<file path="src/rtl/spi_tx.sv">
// spi_tx: SPI mode-0 master transmitter. Takes bytes over a valid/ready handshake
// and shifts each one out MSB-first on Sclk/Mosi, framed by an active-low CSel.
// Latency: CSel falls on the accept edge; a lone byte takes 19*HALF_PERIOD Clk cycles
// from accept back to IDLE.
// Backpressure: DataReady is high only in IDLE. With burst mode it is also high on
// the last HOLD cycle. DataValid without DataReady is ignored.
//
// Optional build macro: SPI_TX_BURST_EN. When it is defined, a byte offered on the
// last HOLD cycle is chained into the same CSel frame, and SETUP and GAP are skipped.
//
// Ports:
//   Clk        system clock, rising edge
//   RstN       asynchronous active-low reset
//   DataIn     byte to send, sampled on the accept cycle only
//   DataValid  DataIn holds a byte to send
//   DataReady  block can accept a byte this cycle
//   Busy       state is not IDLE
//   Done       one-cycle pulse on the final cycle of a byte (last HOLD cycle)
//   Sclk       SPI clock, idles low
//   Mosi       serial data, changes only while Sclk is low
//   CSel       chip select, active low

module spi_tx #(
    parameter int HALF_PERIOD = 10,
    parameter int CNT_W       = $clog2(HALF_PERIOD + 1)
) (
    input  logic       Clk,
    input  logic       RstN,
    input  logic [7:0] DataIn,
    input  logic       DataValid,
    output logic       DataReady,
    output logic       Busy,
    output logic       Done,
    output logic       Sclk,
    output logic       Mosi,
    output logic       CSel
);

    localparam logic [2:0] ST_IDLE  = 3'd0;
    localparam logic [2:0] ST_SETUP = 3'd1;
    localparam logic [2:0] ST_LOW   = 3'd2;
    localparam logic [2:0] ST_HIGH  = 3'd3;
    localparam logic [2:0] ST_HOLD  = 3'd4;
    localparam logic [2:0] ST_GAP   = 3'd5;

    localparam logic [CNT_W-1:0] PH_LAST = CNT_W'(HALF_PERIOD - 1);

    logic [2:0]       state_q, state_d;
    logic [CNT_W-1:0] phase_q, phase_d;
    logic [2:0]       bit_q,   bit_d;
    logic [7:0]       shift_q, shift_d;
    logic             sclk_q,  sclk_d;
    logic             mosi_q,  mosi_d;
    logic             csel_q,  csel_d;
    logic             done_q,  done_d;

    logic             phase_tc;
    logic             accept;

    assign phase_tc = (phase_q == PH_LAST);

    // DataReady and Busy are decoded straight from the state register.
`ifdef SPI_TX_BURST_EN
    assign DataReady = (state_q == ST_IDLE) || ((state_q == ST_HOLD) && phase_tc);
`else
    assign DataReady = (state_q == ST_IDLE);
`endif
    assign Busy   = (state_q != ST_IDLE);
    assign accept = DataValid && DataReady;

    // Next-state logic. Every non-IDLE state lasts exactly HALF_PERIOD cycles.
    always_comb begin
        state_d = state_q;
        phase_d = phase_q;
        bit_d   = bit_q;
        shift_d = shift_q;

        if (state_q == ST_IDLE) begin
            phase_d = '0;
            if (accept) begin
                state_d = ST_SETUP;
                shift_d = DataIn;
                bit_d   = 3'd7;
            end
        end else if (!phase_tc) begin
            phase_d = phase_q + CNT_W'(1);
        end else begin
            phase_d = '0;
            case (state_q)
                ST_SETUP: state_d = ST_LOW;
                ST_LOW:   state_d = ST_HIGH;
                ST_HIGH: begin
                    if (bit_q != 3'd0) begin
                        // The shift happens as LOW begins, so Mosi only moves
                        // while Sclk is low.
                        bit_d   = bit_q - 3'd1;
                        shift_d = {shift_q[6:0], 1'b0};
                        state_d = ST_LOW;
                    end else begin
                        state_d = ST_HOLD;
                    end
                end
                ST_HOLD: begin
`ifdef SPI_TX_BURST_EN
                    if (accept) begin
                        shift_d = DataIn;
                        bit_d   = 3'd7;
                        state_d = ST_LOW;
                    end else begin
                        state_d = ST_GAP;
                    end
`else
                    state_d = ST_GAP;
`endif
                end
                ST_GAP:   state_d = ST_IDLE;
                default:  state_d = ST_IDLE;
            endcase
        end
    end

    // The pins are registered from the next-state values. This keeps them
    // glitch-free and still lines them up exactly with the state they belong to.
    always_comb begin
        sclk_d = (state_d == ST_HIGH);
        csel_d = !((state_d == ST_SETUP) || (state_d == ST_LOW) ||
                   (state_d == ST_HIGH)  || (state_d == ST_HOLD));
        mosi_d = ((state_d == ST_LOW) || (state_d == ST_HIGH) || (state_d == ST_HOLD))
                 ? shift_d[7] : 1'b0;
        // Done is high during the last HOLD cycle.
        done_d = (state_d == ST_HOLD) && (phase_d == PH_LAST);
    end

    always_ff @(posedge Clk or negedge RstN) begin
        if (!RstN) begin
            state_q <= ST_IDLE;
            phase_q <= '0;
            bit_q   <= 3'd0;
            shift_q <= 8'h00;
            sclk_q  <= 1'b0;
            mosi_q  <= 1'b0;
            csel_q  <= 1'b1;
            done_q  <= 1'b0;
        end else begin
            state_q <= state_d;
            phase_q <= phase_d;
            bit_q   <= bit_d;
            shift_q <= shift_d;
            sclk_q  <= sclk_d;
            mosi_q  <= mosi_d;
            csel_q  <= csel_d;
            done_q  <= done_d;
        end
    end

    assign Sclk = sclk_q;
    assign Mosi = mosi_q;
    assign CSel = csel_q;
    assign Done = done_q;

endmodule

</file>
<file path="config.mk">
export PLATFORM = sky130hd
export DESIGN_NAME = spi_tx
export DESIGN_NICKNAME = d
export VERILOG_FILES = /design/src/rtl/spi_tx.sv
export SDC_FILE = /design/constraint.sdc
export NUM_CORES = 1
export LEC_CHECK = 0
export CAP_MARGIN = 20
export CORE_MARGIN = 1.5
export CORE_UTILIZATION = 55
export CTS_BUF_LIST = sky130_fd_sc_hd__clkbuf_8
export CTS_CLUSTER_SIZE = 12
export DETAILED_ROUTE_END_ITERATION = 8
export GPL_TIMING_DRIVEN = 0
export PLACE_DENSITY = 0.8
export SETUP_SLACK_MARGIN = 0.15
export SLEW_MARGIN = 20
export SYNTH_ARGS = -nofsm -noshare
export SYNTH_HDL_FRONTEND = slang
export SYNTH_SLANG_ARGS = --single-unit
</file>
<file path="constraint.sdc">
create_clock -name Clk -period 1.68 [get_ports Clk]
set_clock_uncertainty 0.05 [all_clocks]
set_input_delay 0.252 -clock Clk [delete_from_list [all_inputs] [get_ports Clk]]
set_output_delay 0.252 -clock Clk [all_outputs]
set_load 0.02 [all_outputs]
</file>
==> impl_results.md, run 1 <==
- Outcome: finished with violations
- Failing checks: setup timing
- Initial antenna violation count: 0
- Synth Area in XOR/XNOR: 2.298%
- Post-synthesis net count: 111
- MaxCap Viol Count: 0
- Crit. End Element: output port
- Cell Pwr Density: 613.1 nW/µm²
- Die span in x: 48.60 µm
- Crit path DAT: 1390 ps
- Final total power: 0.9857 mW
- Via count: 984
- Register Area: 553.0 µm²
- Largest net degree at the start of global routing: 23
- Ant diodes: 0
- Placed inst area: 1338 µm²
- HP Class: in -> async
- GRT Util Overall: 25.62%
- RD Place Congestion: 0.7901
- Num ports: 17
- CTS buffer count: 3
- Top_reg_cell synth: dfrtp_1
- H-tree levels: 1
- Final nets: 149
- Core area: 1962 µm²
- Synth Area in Compound Gates: 16.52%
- Tmin final: 1691 ps
- Worst IR drop on VDD: 530.7 µV
- Die area: 2362 µm²
- Clock slew at reported path FFs: 80 ps
- Synth Instances: 96
- Crit path max fanout: 3
- CTS Sinks: 22
- Final Setup Violations: 1
- Pins Over Slew Limit: 0
- Tcrit/Tclk final: 100.6%
- Fmax: 591.5 MHz
- Clock buffer depth: 2
- Multi-input logic area: 616.8 µm²
- Yosys warnings: 0
- Synth-to-layout area growth: 40.59%
- EDFF count, synth: 0
- Post-DP HPWL: 1527 µm
- FP Rows: 16
- Post-route ant nets: 0
- Synth area leader: dfrtp_1
- GRT Residual Overflow: 0
- Slew margin rel.: 67.36%
- Post-DR wirelength/cell: 19.16 µm
- Final WL: 3066 µm
- Register area share after synthesis: 48.25%
- Most frequent cell after synthesis: dfrtp_1
- R2R Setup Slk: 40 ps
- First-pass GRT wire length: 4643 µm
- Type of the worst setup path: reg -> out
- Global Route met1 Usage: 33.74%
- Fin. Hold Viols: 0
- Ranking of synthesized cells by area: dfrtp_1, a221o_1, ha_1, and2_2, dfstp_2
- Top-area cell type share of the netlist area: 45.95%
- DIE HEIGHT: 48.60 µm
- Starting DRT DRC Count: 26
- Synth cell count leaders: dfrtp_1, a221o_1, nor2_1
- M3 GR Usage: 4.321%
- Pre-Repair DR Iteration Count: 4
- Crit path launch type: flop
- Gr busiest metal: met2
- Fin area: 1608 µm²
- Share of layout cells above drive strength 1: 38.35%
- Post-synthesis adder-cell area fraction: 4.376%
- Residual DRC: 0
- Worst skew pair latency: 260 ps
- PortBufs: 16
- Mux contribution to synthesized area: 1.751%
- Met2 GRT Util: 43.15%
- Vias in the first global route: 949
- Register bit total from synthesis: 22
- Async SR Flop Fraction: 100.0%
- Min Hold Slack: 416.0 ps
- Syn Area/Cell: 11.91 µm²
- Number of vias per cell: 6.150
- Starting Density: 58.29%
- Main combinational cell family by area after synthesis: simple AND/OR/NAND/NOR gates
- Yosys cell types: 45
- RSZ-0062 raised after global routing: true
- Synthesized area: 1144 µm²
- Worst EP required: 1380 ps
- Clock root cell: clkbuf_8
- Slew @ Worst Pin: 489.6 ps
- CTS tree: done
- Final worst slack: -10.67 ps
- Fillers: 109
- Synth Area in Simple Gates: 22.43%
- P_leak: 0.6921 nW
worst max-delay path: stages (launching register included):
cell and delay (ps):
dfrtp_2 430, buf_6 120, or3_4 390, inv_2 70, buf_6 110
through the flow:
| step | utilization, % | TNS, ps | setup slack (ps) | cells |
|---|---|---|---|---|
| final | 81.95 | -10.67 | -10.67 | 160 |
| after global routing | 81.95 | -68.78 | -41.17 | 160 |
| after CTS | 77.93 | 0 | 17.47 | 155 |
| after detailed placement | 68.18 | -1956 | -300.9 | 139 |
| after global placement | 68.18 | -1914 | -267.0 | 139 |
| after floorplan | - | 0 | 167.2 | 96 |
final timing paths:
kind	start	end	cells past startpoint
worst max register to register	state_q[1]	shift_q[2]	6
worst min-delay path	RstN	Mosi	2
worst max-delay path	state_q[2]	DataReady	4
max in group asynchronous	RstN	state_q[2]	2
worst min register to register	shift_q[5]	shift_q[5]	1
min in group Clk	shift_q[5]	shift_q[5]	1
where the power goes:
group	total [mW]	switching [mW]	internal, mW
Sequential	0.545	0.00632	0.539
Combinational	0.0491	0.0193	0.0298
Clock	0.392	0.182	0.209
cell families after synthesis:
logic type | Yosys count
buf+inv | 8
flops | 22
fa+ha+maj | 4
simple gates | 37
compound gates | 20
xor+xnor | 3
mux | 2
layout make-up:
class	instances	area share, %
Multi-Input combinational cell	67	38.37
Tap cell	27	2.101
Inverter	4	0.9339
Timing Repair Buffer	32	17.98
Buffer	4	2.802
Sequential cell	22	34.40
Clock buffer	4	3.424
cells in the final DEF, fill, tap and decap left out, types with 2 or more instances in the layout:
| cell | count |
|---|---|
| nor2_1 | 5 |
| ha_1 | 2 |
| a31oi_4 | 2 |
| xnor2_1 | 2 |
| buf_6 | 8 |
| and2_1 | 2 |
| and2_2 | 4 |
| clkbuf_8 | 4 |
| nand2_1 | 4 |
| nand3_1 | 5 |
| dfrtp_1 | 20 |
| a221o_1 | 6 |
| buf_4 | 13 |
| o21ai_0 | 2 |
| clkdlybuf4s50_1 | 11 |
| or2b_4 | 2 |
| mux2i_1 | 2 |
| inv_2 | 3 |
sequential cells by signal (all words and copies together), names as in the netlist:
signal and count:
Done 1, bit_q 3, CSel 1, phase_q 4, shift_q 8, Mosi 1, state_q 3, Sclk 1
per-layer routing:
metal,routed length (µm),part of all wire (%),vias up
met4,42,1.4,0
met3,119,3.9,6
met2,1563,51,35
li1,-,-,438
met1,1340,44,505
met5,0,0,-
repair_timing:
| action | in CTS | in global routing |
|---|---|---|
| setup buffers | 11 | 4 |
| endpoints found under the setup margin | 14 | 17 |
| pin swaps | 7 | 5 |
| hold endpoints to repair | 0 | 21 |
| resized for setup | 22 | 13 |
| gates cloned | 1 | 0 |
| hold buffers | 0 | 1 |
No activity file was read; power rests on OpenSTA's default activity.
==> run 2, diff against run 1 <==
CORE_ASPECT_RATIO = 1.75   (was default)
CORE_UTILIZATION = 50   (was 55)
PLACE_DENSITY = 0.74   (was 0.8)
==> run 2 against run 1 <==
Effect of this change:
- the run now ends clean
- die area increased by 9.8%
- cell count is 2.5% lower
- largest cell class unchanged
- largest power group unchanged
- worst setup slack better by 18 ps
- highest routed layer unchanged
- combinational power barely moved
- design area is 0.62% lower
- sequential cell count stayed put
==> impl_results.md, run 2 (synthesis results as in run 1) <==
- Share of layout cells above drive strength 1: 37.12% (was 38.35%)
- Number of vias per cell: 5.968 (was 6.150)
- Die area: 2594 µm² (was 2362 µm²)
- RD Place Congestion: 0.7485 (was 0.7901)
- Worst skew pair latency: 260 ps (about the same)
- Synth-to-layout area growth: 39.72% (was 40.59%)
- RR Endpoint: shift_q[7] (was shift_q[2])
- Cell Pwr Density: 579.7 nW/µm² (was 613.1 nW/µm²)
- Fmax: 597.9 MHz (was 591.5 MHz)
- Clock buffer depth: 2 (unchanged)
- GRT Residual Overflow: 0 (unchanged)
- Vias in the first global route: 978 (was 949)
- Commonest non-fill, non-tap cell in the layout: dfrtp_1 (unchanged)
- Crit. End Element: output port (unchanged)
- Clock root cell: clkbuf_8 (unchanged)
- CTS tree: done (unchanged)
- DIE HEIGHT: 66.27 µm (was 48.60 µm)
- CTS buffer count: 3 (unchanged)
- Starting Density: 53.96% (was 58.29%)
- Post-route ant nets: 0 (unchanged)
- CTS Hold Buffers Added: 0 (unchanged)
- Fin area: 1598 µm² (was 1608 µm²)
- R2R depth: 5 (was 6)
- Ant diodes: 0 (unchanged)
- RSZ-0062 raised after global routing: true (unchanged)
- Placed inst area: 1334 µm² (was 1338 µm²)
- Register with the most flip-flops: shift_q (unchanged)
- Commonest cells after routing, fill and taps aside: dfrtp_1, clkdlybuf4s50_1, buf_4 (was dfrtp_1, buf_4, clkdlybuf4s50_1)
- Critical R2R Launch: state_q[2] (was state_q[1])
- Crit path launch type: flop (unchanged)
- Outcome: completed (was finished with violations)
- Pre-Repair DR Iteration Count: 4 (unchanged)
- Starting DRT DRC Count: 34 (was 26)
- R2R Setup Slk: 40 ps (about the same)
- Crit path max fanout: 4 (was 3)
- Worst EP required: 1380 ps (about the same)
- Tmin final: 1672 ps (was 1691 ps)
- Largest net degree at the start of global routing: 23 (unchanged)
- FP Rows: 22 (was 16)
- Final Setup Violations: 0 (was 1)
- Pins Over Slew Limit: 0 (unchanged)
- H-tree levels: 1 (unchanged)
- Clock slew at reported path FFs: 80 ps (about the same)
- First-pass GRT wire length: 4340 µm (was 4643 µm)
- PortBufs: 16 (unchanged)
- HP Class: in -> async (unchanged)
- MaxCap Viol Count: 0 (unchanged)
- Die span in x: 39.15 µm (was 48.60 µm)
- Fin. Hold Viols: 0 (unchanged)
- Slew @ Worst Pin: 946.6 ps (was 489.6 ps)
- Max FFs per register: 8 (unchanged)
- Initial antenna violation count: 0 (unchanged)
- Top Registers: shift_q (8), phase_q (4) (unchanged)
- CTS Sinks: 22 (unchanged)
- Type of the worst setup path: reg -> out (unchanged)
- Final nets: 148 (was 149)
- Slew margin rel.: 36.70% (was 67.36%)
- Tcrit/Tclk final: 99.55% (was 100.6%)
- Fillers: 145 (was 109)
- Crit path DAT: 1370 ps (was 1390 ps)
- Post-DP HPWL: 1542 µm (was 1527 µm)
- P_leak: 0.6938 nW (was 0.6921 nW)
- Final WL: 2897 µm (was 3066 µm)
- Core area: 2120 µm² (was 1962 µm²)
- Min Hold Slack: 465.3 ps (was 416.0 ps)
- Via count: 931 (was 984)
- GRT Util Overall: 23.40% (was 25.62%)
- Worst IR drop on VDD: 442.0 µV (was 530.7 µV)
- Num ports: 17 (unchanged)
- Residual DRC: 0 (unchanged)
- Post-DR wirelength/cell: 18.57 µm (was 19.16 µm)
-- run 2: area by class of cell --
class	count	area (µm²)	area share, %
well taps	24	30.03	1.879
clock inverters	1	3.754	0.2349
plain buffers	4	45.04	2.819
inverters	4	15.01	0.9397
clock buffers	3	41.29	2.584
multi-input cells	67	621.8	38.92
repair buffers	31	287.8	18.01
flip-flops and latches	22	553.0	34.61
-- run 2: worst max-delay path: stages, from the launching register on --
cell and delay (ps):
dfrtp_2 420, buf_6 130, or3_4 380, inv_2 70
buf_6 110
-- run 2: worst max path at each step --
stage | start | endpoint | slack (ps) | cells after the start
detailed placement | state_q[2] | DataReady | -300 | 4
floorplan | phase_q[1] | shift_q[6] | 170 | 6
CTS | state_q[1] | DataReady | 30 | 4
global route | state_q[1] | DataReady | -20 | 4
global placement | state_q[2] | DataReady | -280 | 4
finish | state_q[2] | DataReady | 8 | 4
-- run 2: layer usage --
layer / track usage (%) / share of wire, % / up-vias
met5: 0 / 0 / -
met4: 9.052 / 2.2 / 0
met3: 3.704 / 3.2 / 8
met2: 40.83 / 57 / 24
met1: 27.02 / 38 / 467
li1: - / - / 432
-- run 2: repair_timing --
item	4_1_cts	5_1_grt
setup endpoints to repair	14	18
pin swaps	8	8
setup buffers	11	4
resized for setup	20	17
gates cloned	1	0
-- run 2: per-stage QoR --
| step | setup TNS [ps] | utilization, % | instances | power, mW | setup WS, ps |
|---|---|---|---|---|---|
| floorplan | 0 | - | 96 | 0.5642 | 167.2 |
| finish | 0 | 75.38 | 156 | 0.9263 | 7.560 |
| detailed placement | -2181 | 62.93 | 136 | 0.6034 | -304.3 |
| global route | -39.02 | 75.38 | 156 | 0.9563 | -21.98 |
| global placement | -1816 | 62.93 | 136 | 0.6015 | -278.7 |
| CTS | 0 | 71.25 | 152 | 0.9230 | 26.17 |
-- run 2: report_power, final --
group          internal [mW]  switching [mW]  leakage [nW]
clock network          0.163           0.169        0.0269
logic                 0.0296          0.0193         0.407
registers              0.539         0.00663         0.260
